## src/rtl/uart_reg_pkg.sv

```systemverilog
// rtl/uart_reg_pkg.sv - UART register indices and default mask/reset-value constants
package uart_reg_pkg;

    localparam int STAT     = 0;
    localparam int CTRL     = 1;
    localparam int TX       = 2;
    localparam int RX       = 3;
    localparam int IRQ_MASK = 4;
    localparam int BAUD     = 5;

    localparam int UART_REG_COUNT  = 6;
    localparam int UART_DATA_WIDTH = 32;

    // Concatenations list register 5 (BAUD) first, register 0 (STAT) last.
    localparam logic [UART_REG_COUNT*UART_DATA_WIDTH-1:0] UART_RW_MASKS = {
        32'h0000_FFFF, 32'h0001_0001, 32'h0000_0000,
        32'h0000_00FF, 32'hC37D_037F, 32'h0000_0000
    };
    localparam logic [UART_REG_COUNT*UART_DATA_WIDTH-1:0] UART_RC_MASKS = {
        32'h0000_0000, 32'h0000_0000, 32'h0000_0000,
        32'h0000_0000, 32'h0000_0000, 32'h0001_0001
    };
    localparam logic [UART_REG_COUNT*UART_DATA_WIDTH-1:0] UART_RST_VALUES = {
        32'h0000_001B, 32'h0000_0000, 32'h0000_0000,
        32'h0000_0000, 32'h0000_0100, 32'h0000_0000
    };

endpackage

```

## src/rtl/uart_reg_cell.sv

```systemverilog
// rtl/uart_reg_cell.sv - one register: CPU write > peripheral write > read-clear > hold
module uart_reg_cell
    import uart_reg_pkg::*;
#(
    parameter int                    DATA_WIDTH = 32,
    parameter logic [DATA_WIDTH-1:0] RW_MASK    = '0,
    parameter logic [DATA_WIDTH-1:0] RC_MASK    = '0,
    parameter logic [DATA_WIDTH-1:0] RST_VALUE  = '0
) (
    input  logic                  clk_i,
    input  logic                  rst_ni,
    input  logic                  i_cpu_wr,
    input  logic [DATA_WIDTH-1:0] i_cpu_bits,
    input  logic [DATA_WIDTH-1:0] i_cpu_data,
    input  logic                  i_rd_clr,
    input  logic                  i_periph_wr,
    input  logic [DATA_WIDTH-1:0] i_periph_data,
    output logic [DATA_WIDTH-1:0] o_q
);
    logic [DATA_WIDTH-1:0] r_q;
    logic [DATA_WIDTH-1:0] w_next;
    logic [DATA_WIDTH-1:0] w_cpu_bits;

    // Apply sources lowest priority first so later ones override.
    always_comb begin
        w_cpu_bits = RW_MASK & i_cpu_bits & {DATA_WIDTH{i_cpu_wr}};
        w_next     = r_q;
        if (i_rd_clr) begin
            w_next = w_next & ~RC_MASK;
        end
        if (i_periph_wr) begin
            w_next = i_periph_data;
        end
        w_next = (w_next & ~w_cpu_bits) | (i_cpu_data & w_cpu_bits);
    end

    always_ff @(posedge clk_i) begin
        if (!rst_ni) begin
            r_q <= RST_VALUE;
        end else begin
            r_q <= w_next;
        end
    end

    assign o_q = r_q;
endmodule

```

## src/rtl/uart_reg_bank.sv

```systemverilog
// rtl/uart_reg_bank.sv - UART register bank with CPU and peripheral access; UART_REG_IRQ_EN enables irq_o
module uart_reg_bank
    import uart_reg_pkg::*;
#(
    parameter int                               ADDR_WIDTH   = 3,
    parameter int                               DATA_WIDTH   = 32,
    parameter int                               REG_COUNT    = 6,
    parameter logic [REG_COUNT*DATA_WIDTH-1:0]  RW_MASKS     = '0,
    parameter logic [REG_COUNT*DATA_WIDTH-1:0]  RC_MASKS     = '0,
    parameter logic [REG_COUNT*DATA_WIDTH-1:0]  RST_VALUES   = '0,
    parameter int                               IRQ_STAT_IDX = 0,
    parameter int                               IRQ_MASK_IDX = 4
) (
    input  logic                             clk_i,
    input  logic                             rst_ni,
    input  logic [ADDR_WIDTH-1:0]            cpu_addr_i,
    input  logic [DATA_WIDTH-1:0]            cpu_data_i,
    input  logic [DATA_WIDTH/8-1:0]          cpu_be_i,
    input  logic                             cpu_wr_en_i,
    input  logic                             cpu_rd_en_i,
    output logic [DATA_WIDTH-1:0]            cpu_data_o,
    output logic                             cpu_rvalid_o,
    output logic                             cpu_err_o,
    input  logic [REG_COUNT*DATA_WIDTH-1:0]  periph_data_i,
    input  logic [REG_COUNT-1:0]             periph_wr_en_i,
    output logic [REG_COUNT*DATA_WIDTH-1:0]  periph_data_o,
    output logic [REG_COUNT-1:0]             rd_strobe_o,
    output logic [REG_COUNT-1:0]             wr_strobe_o,
    output logic                             irq_o
);
    logic [REG_COUNT-1:0][DATA_WIDTH-1:0] w_regs;
    logic [REG_COUNT-1:0]                 w_sel;
    logic                                 w_addr_ok;
    logic [DATA_WIDTH-1:0]                w_rd_data;
    logic [DATA_WIDTH-1:0]                w_be_bits;

    logic [DATA_WIDTH-1:0]                r_rdata;
    logic                                 r_rvalid;
    logic                                 r_err;
    logic [REG_COUNT-1:0]                 r_rd_strobe;
    logic [REG_COUNT-1:0]                 r_wr_strobe;

    // Out-of-range addresses select nothing, which is what flags the error.
    always_comb begin
        w_sel     = '0;
        w_rd_data = '0;
        w_be_bits = '0;
        for (int n = 0; n < REG_COUNT; n++) begin
            w_sel[n] = (cpu_addr_i == ADDR_WIDTH'(n));
            if (w_sel[n]) begin
                w_rd_data = w_regs[n];
            end
        end
        for (int i = 0; i < DATA_WIDTH; i++) begin
            w_be_bits[i] = cpu_be_i[i/8];
        end
        w_addr_ok = |w_sel;
    end

    for (genvar n = 0; n < REG_COUNT; n++) begin : g_reg
        uart_reg_cell #(
            .DATA_WIDTH (DATA_WIDTH),
            .RW_MASK    (RW_MASKS[n*DATA_WIDTH +: DATA_WIDTH]),
            .RC_MASK    (RC_MASKS[n*DATA_WIDTH +: DATA_WIDTH]),
            .RST_VALUE  (RST_VALUES[n*DATA_WIDTH +: DATA_WIDTH])
        ) u_cell (
            .clk_i         (clk_i),
            .rst_ni        (rst_ni),
            .i_cpu_wr      (cpu_wr_en_i & w_sel[n]),
            .i_cpu_bits    (w_be_bits),
            .i_cpu_data    (cpu_data_i),
            .i_rd_clr      (cpu_rd_en_i & w_sel[n]),
            .i_periph_wr   (periph_wr_en_i[n]),
            .i_periph_data (periph_data_i[n*DATA_WIDTH +: DATA_WIDTH]),
            .o_q           (w_regs[n])
        );
    end

    always_ff @(posedge clk_i) begin
        if (!rst_ni) begin
            r_rdata     <= '0;
            r_rvalid    <= 1'b0;
            r_err       <= 1'b0;
            r_rd_strobe <= '0;
            r_wr_strobe <= '0;
        end else begin
            r_rvalid    <= cpu_rd_en_i;
            r_err       <= (cpu_rd_en_i | cpu_wr_en_i) & ~w_addr_ok;
            r_rd_strobe <= w_sel & {REG_COUNT{cpu_rd_en_i}};
            r_wr_strobe <= w_sel & {REG_COUNT{cpu_wr_en_i}};
            if (cpu_rd_en_i) begin
                r_rdata <= w_rd_data;
            end
        end
    end

`ifdef UART_REG_IRQ_EN
    logic r_irq;

    always_ff @(posedge clk_i) begin
        if (!rst_ni) begin
            r_irq <= 1'b0;
        end else begin
            r_irq <= |(w_regs[IRQ_STAT_IDX] & w_regs[IRQ_MASK_IDX]);
        end
    end

    assign irq_o = r_irq;
`else
    assign irq_o = 1'b0;
`endif

    assign cpu_data_o    = r_rdata;
    assign cpu_rvalid_o  = r_rvalid;
    assign cpu_err_o     = r_err;
    assign rd_strobe_o   = r_rd_strobe;
    assign wr_strobe_o   = r_wr_strobe;
    assign periph_data_o = w_regs;
endmodule

```

## config.mk

```make
export PLATFORM = sky130hd
export DESIGN_NAME = uart_reg_bank
export DESIGN_NICKNAME = d
export VERILOG_FILES = /design/src/rtl/uart_reg_pkg.sv /design/src/rtl/uart_reg_cell.sv /design/src/rtl/uart_reg_bank.sv
export SDC_FILE = /design/constraint.sdc
export NUM_CORES = 1
export LEC_CHECK = 0
export ABC_CLOCK_PERIOD_IN_PS = 1700
export CAP_MARGIN = 20
export CELL_PAD_IN_SITES_DETAIL_PLACEMENT = 1
export CELL_PAD_IN_SITES_GLOBAL_PLACEMENT = 1
export CORE_AREA = 2 2 185 187
export DETAILED_ROUTE_END_ITERATION = 12
export DIE_AREA = 0 0 187 189
export DONT_BUFFER_PORTS = 1
export GPL_ROUTABILITY_DRIVEN = 0
export PLACE_DENSITY_LB_ADDON = 0.1
export SLEW_MARGIN = 15
export SYNTH_ARGS = -nofsm -noshare
export SYNTH_HDL_FRONTEND = slang
export SYNTH_SLANG_ARGS = --single-unit
```

## constraint.sdc

```tcl
create_clock -name clk_i -period 1.7 [get_ports clk_i]
set_clock_uncertainty 0.2 [all_clocks]
set_input_delay 0.34 -clock clk_i [delete_from_list [all_inputs] [get_ports clk_i]]
set_output_delay 0.34 -clock clk_i [all_outputs]
set_load 0.03 [all_outputs]
```

==> results of run 1 <==
==> cell families after synthesis <==
kind of cell | after synthesis | share of synthesized area
simple gates | 284 | 0.157
flops | 238 | 0.468
other cells | 1 | 0.000368
mux | 226 | 0.233
compound gates | 127 | 0.0992
buf+inv | 89 | 0.0428
==> synth_stat cells (2+ instances only) <==
master,count
a22oi_1,20
a2bb2oi_1,31
a31oi_1,31
a32oi_1,10
buf_2,48
buf_4,3
buf_6,4
clkbuf_1,31
dfxtp_1,238
inv_1,3
mux2_2,13
mux2_4,18
mux2i_1,195
nand2_1,35
nand3_1,3
nor2_1,37
nor2b_1,194
nor3_1,5
nor3b_1,2
o221ai_1,31
==> through the flow <==
stage	util	setup slack (ps)	hold slack, ps	cell area [um2]
3_3_place_gp	0.340	-379	222	11300
2_1_floorplan	-	252	303	10200
3_5_place_dp	0.340	-381	222	11300
==> flow_metrics.py, run 1 <==
metrics = {
    "status": {
        "status": "stopped before the end",
        "haltStage": "clock tree synthesis",
        "tool.error": "[ERROR RSZ-0060] Max buffer count reached.",
    },
    "floorplanning": {
        "start_util": 0.306,
        "ioPinCount": 480,
        "placementRows": 67,
        "die_y_um": 189,
        "dieWidth_um": 187,
    },
    "synth": {
        "syn_nets": 1206,
        "syn-instance-count": 965,
        "synth.area.top_cells": "dfxtp_1 47%, mux2i_1 19%, nor2b_1 12%",
        "synth.cell_area_um2": 10200,
        "synthFlopType": "dfxtp_1",
        "async_flop_share": 0,
        "yosysTopAreaCell": "dfxtp_1",
        "ys_warn_count": 0,
        "syn_area_per_cell_um2": 10.6,
        "synth-seq-cells": 238,
        "yosysTopAreaCellShare": 0.468,
        "ys_seq_area_frac": 0.468,
        "synth_enable_flop_cells": 0,
        "synth_cell_types": 33,
    },
    "placed_design": {
        "io_buffer_count": 0,
        "placed_cells_incl_taps": 1452,
        "hpwl_um": 28300,
    },
    "clock_tree": {
        "clock-sinks": 238,
        "h-tree-depth": 1,
        "postCtsResizedCells": 24,
        "clock-root-buffer": "clkbuf_16",
        "cts_made_buffers": 29,
        "post_cts_buffers": 0,
        "cts_hold_repair.buffers": 301,
        "cts.path.max_buffers": 3,
    },
}
==> run 2, diff against run 1 <==
--- a/config.mk
+++ b/config.mk
@@ -7,14 +7,12 @@
 export LEC_CHECK = 0
 export ABC_CLOCK_PERIOD_IN_PS = 1700
 export CAP_MARGIN = 20
-export CELL_PAD_IN_SITES_DETAIL_PLACEMENT = 1
-export CELL_PAD_IN_SITES_GLOBAL_PLACEMENT = 1
-export CORE_AREA = 2 2 185 187
+export CORE_AREA = 2 2 188 190
 export DETAILED_ROUTE_END_ITERATION = 12
-export DIE_AREA = 0 0 187 189
+export DIE_AREA = 0 0 190 192
 export DONT_BUFFER_PORTS = 1
 export GPL_ROUTABILITY_DRIVEN = 0
-export PLACE_DENSITY_LB_ADDON = 0.1
+export PLACE_DENSITY_LB_ADDON = 0.15
 export SLEW_MARGIN = 15
 export SYNTH_ARGS = -nofsm -noshare
 export SYNTH_HDL_FRONTEND = slang
==> flow_metrics.py, run 2 <==
metrics = {
    "finish": {
        "final_common_cell": "dlygate4sd3_1",
        "n_antenna_cell": 0,
        "final_cell_mix": "287 x dlygate4sd3_1, 207 x dfxtp_1, 195 x mux2i_1",
        "nets": 1560,
        "drive_gt1_frac": 0.166,
        "syn2layout_area_growth_pct": 48.7,
        "largest_reg_flops": 192,
    },
    "synth": {
        "netlist_top_cells_count": "238 x dfxtp_1, 195 x mux2i_1, 194 x nor2b_1",
        "yosysTopAreaCell": "dfxtp_1",
        "async_flop_share": 0,
        "yosysTopAreaCellShare": 0.468,
        "syn_nets": 1206,
        "syn_area_per_cell_um2": 10.6,
        "synth-seq-cells": 238,
        "yosysMostFrequentCell": "dfxtp_1",
        "syn-instance-count": 965,
        "ys_warn_count": 0,
        "ys_seq_area_frac": 0.468,
        "synth.cell_area_um2": 10200,
        "synth.area.top_cells": "dfxtp_1 47%, mux2i_1 19%, nor2b_1 12%",
        "synth_enable_flop_cells": 0,
        "synthFlopType": "dfxtp_1",
        "synth_cell_types": 33,
    },
    "routing": {
        "drt_iter0_drc": 308,
        "vias": 8689,
        "drt-total-wl_um": 39600,
        "detail_route.first_pass.iterations": 5,
        "wl_per_cell_um": 22.1,
        "route.detailed.drc": 0,
        "antenna_left": 0,
        "via_per_inst": 4.85,
    },
    "power": {
        "power_mw": 14.3,
        "power_frac_seq": 0.458,
        "combPwrFrac": 0.153,
        "power_density_nw_per_um2": 941,
        "clockPowerShare": 0.389,
        "peakVddDrop_v": 0.000683,
        "p_sw_frac": 0.270,
        "p_int_mw": 10.4,
        "p_leak_nw": 6.48,
        "power.switching_mw": 3.85,
    },
    "worst_setup_path": {
        "r2r_slack_ps": 40,
        "critical_path_class": "reg -> out",
        "endpoint_kind": "output pin",
        "worstPathMaxFanout": 3,
        "arrival_ps": 1140,
        "startpoint_type": "flip-flop",
        "cp.required_ps": 1160,
    },
    "clock_tree": {
        "clock-root-buffer": "clkbuf_16",
        "cts_tree": "yes",
        "clk_latency_ps": 540,
        "clk_pin_slew_ps": 60,
        "post_cts_buffers": 0,
        "cts.path.max_buffers": 3,
        "cts_made_buffers": 28,
        "h-tree-depth": 1,
        "clock-sinks": 238,
    },
    "floorplanning": {
        "die_y_um": 192,
        "core_um2": 34300,
        "ioPinCount": 480,
        "start_util": 0.297,
        "dieWidth_um": 190,
        "dieArea_um2": 36500,
        "placementRows": 68,
    },
    "timing": {
        "holdWs_ps": -221,
        "fin_tns_setup_ps": 0,
        "setup_violations": 0,
        "max_freq_ghz": 0.597,
        "worst_slew_pin_slew_ps": 532,
        "finalCriticalPeriod_ps": 1680,
        "fin_crit_sh": 0.986,
        "rsz0062_at_grt": "false",
        "relSlewSlack": 0.645,
        "hold_viol_final": 74,
        "drv_slew": 0,
    },
    "status": {
        "status": "finished, violations left",
        "failed_checks": "negative hold slack",
    },
    "placed_design": {
        "hpwl_um": 26100,
        "io_buffer_count": 0,
    },
    "flow_run": {
        "max-cap-violations": 0,
    },
    "global_routing": {
        "grtUsageMet2": 0.335,
        "grt_max_degree": 229,
        "grt_busiest_layer": "met2",
        "grt-ovfl-total": 0,
        "grtUsageMet1": 0.263,
        "antenna_found_initial": 1,
        "grt_pass1_vias": 8915,
        "grt_usage": 0.204,
        "grt_pass1_wl_um": 56800,
        "grtUsageMet3": 0.0481,
    },
    "hold_path": {
        "hp-class": "in -> reg",
    },
}
[run 2: cell counts after synthesis]
No cell type changed its count.
[run 2: metrics by stage]
step	worst slack (ps)	instances	util	instance area, um2
after floorplan	252	965	-	10200
after global placement	142	1452	0.330	11300
after detailed placement	128	1452	0.330	11300
after CTS	0.568	1786	0.439	15100
after global routing	0.261	1790	0.442	15100
final	23.8	1790	0.442	15100
[run 2: cell families after synthesis]
family,after synthesis,synth area share
simple gates,284,0.157
flops,238,0.468
mux,226,0.233
compound gates,127,0.0992
buf+inv,89,0.0428
other cells,1,0.000368
[run 2: timing repair]
item                                   CTS  global route
endpoints found under the hold margin  238           103
resized for setup                       16            19
hold buffers                           288             3
setup endpoints to repair               16            37
cloned                                   0             1
[run 2: power groups by stage]
stage | registers (mW) | logic (mW) | clock network [mW]
floorplan | 6.82 | 0.977 | 0
global placement | 6.63 | 1.50 | 0
detailed placement | 6.63 | 1.51 | 0
CTS | 6.52 | 2.15 | 5.69
global route | 6.55 | 2.33 | 5.92
finish | 6.52 | 2.18 | 5.55
[run 2: cell type report]
| cell class | count | area [um2] |
|---|---|---|
| fill | 3325 | 19100 |
| clock inverter | 2 | 10.0 |
| inverter | 3 | 11.3 |
| tap | 455 | 569 |
| multi-input combinational | 638 | 5000 |
| timing repair buffer | 410 | 3940 |
| sequential | 238 | 4800 |
| clock buffer | 44 | 812 |
[run 2: path summary, 6_finish.rpt]
kind | from | end | cells past startpoint
max | cpu_data_o[0] | cpu_data_o[0] | 0
min | rst_ni | cpu_data_o[25] | 2
max reg2reg | cpu_data_o[23] | cpu_data_o[23] | 3
min reg2reg | g_reg[3].u_cell.o_q[31] | cpu_data_o[31] | 2
[run 2: worst reg2reg max path, cell delays in order, from the launching register on]
cell and delay, ps:
dfxtp_1 540, o221ai_1 150, dlygate4sd3_1 570, a31oi_1 130
[run 2: metal layers]
layer	part of all wire	vias to the layer above
met1	0.43	4188
met3	0.070	62
li1	-	4110
met5	0.00033	-
met2	0.47	327
met4	0.027	2
Note: power is estimated with default switching activity, not from simulation.
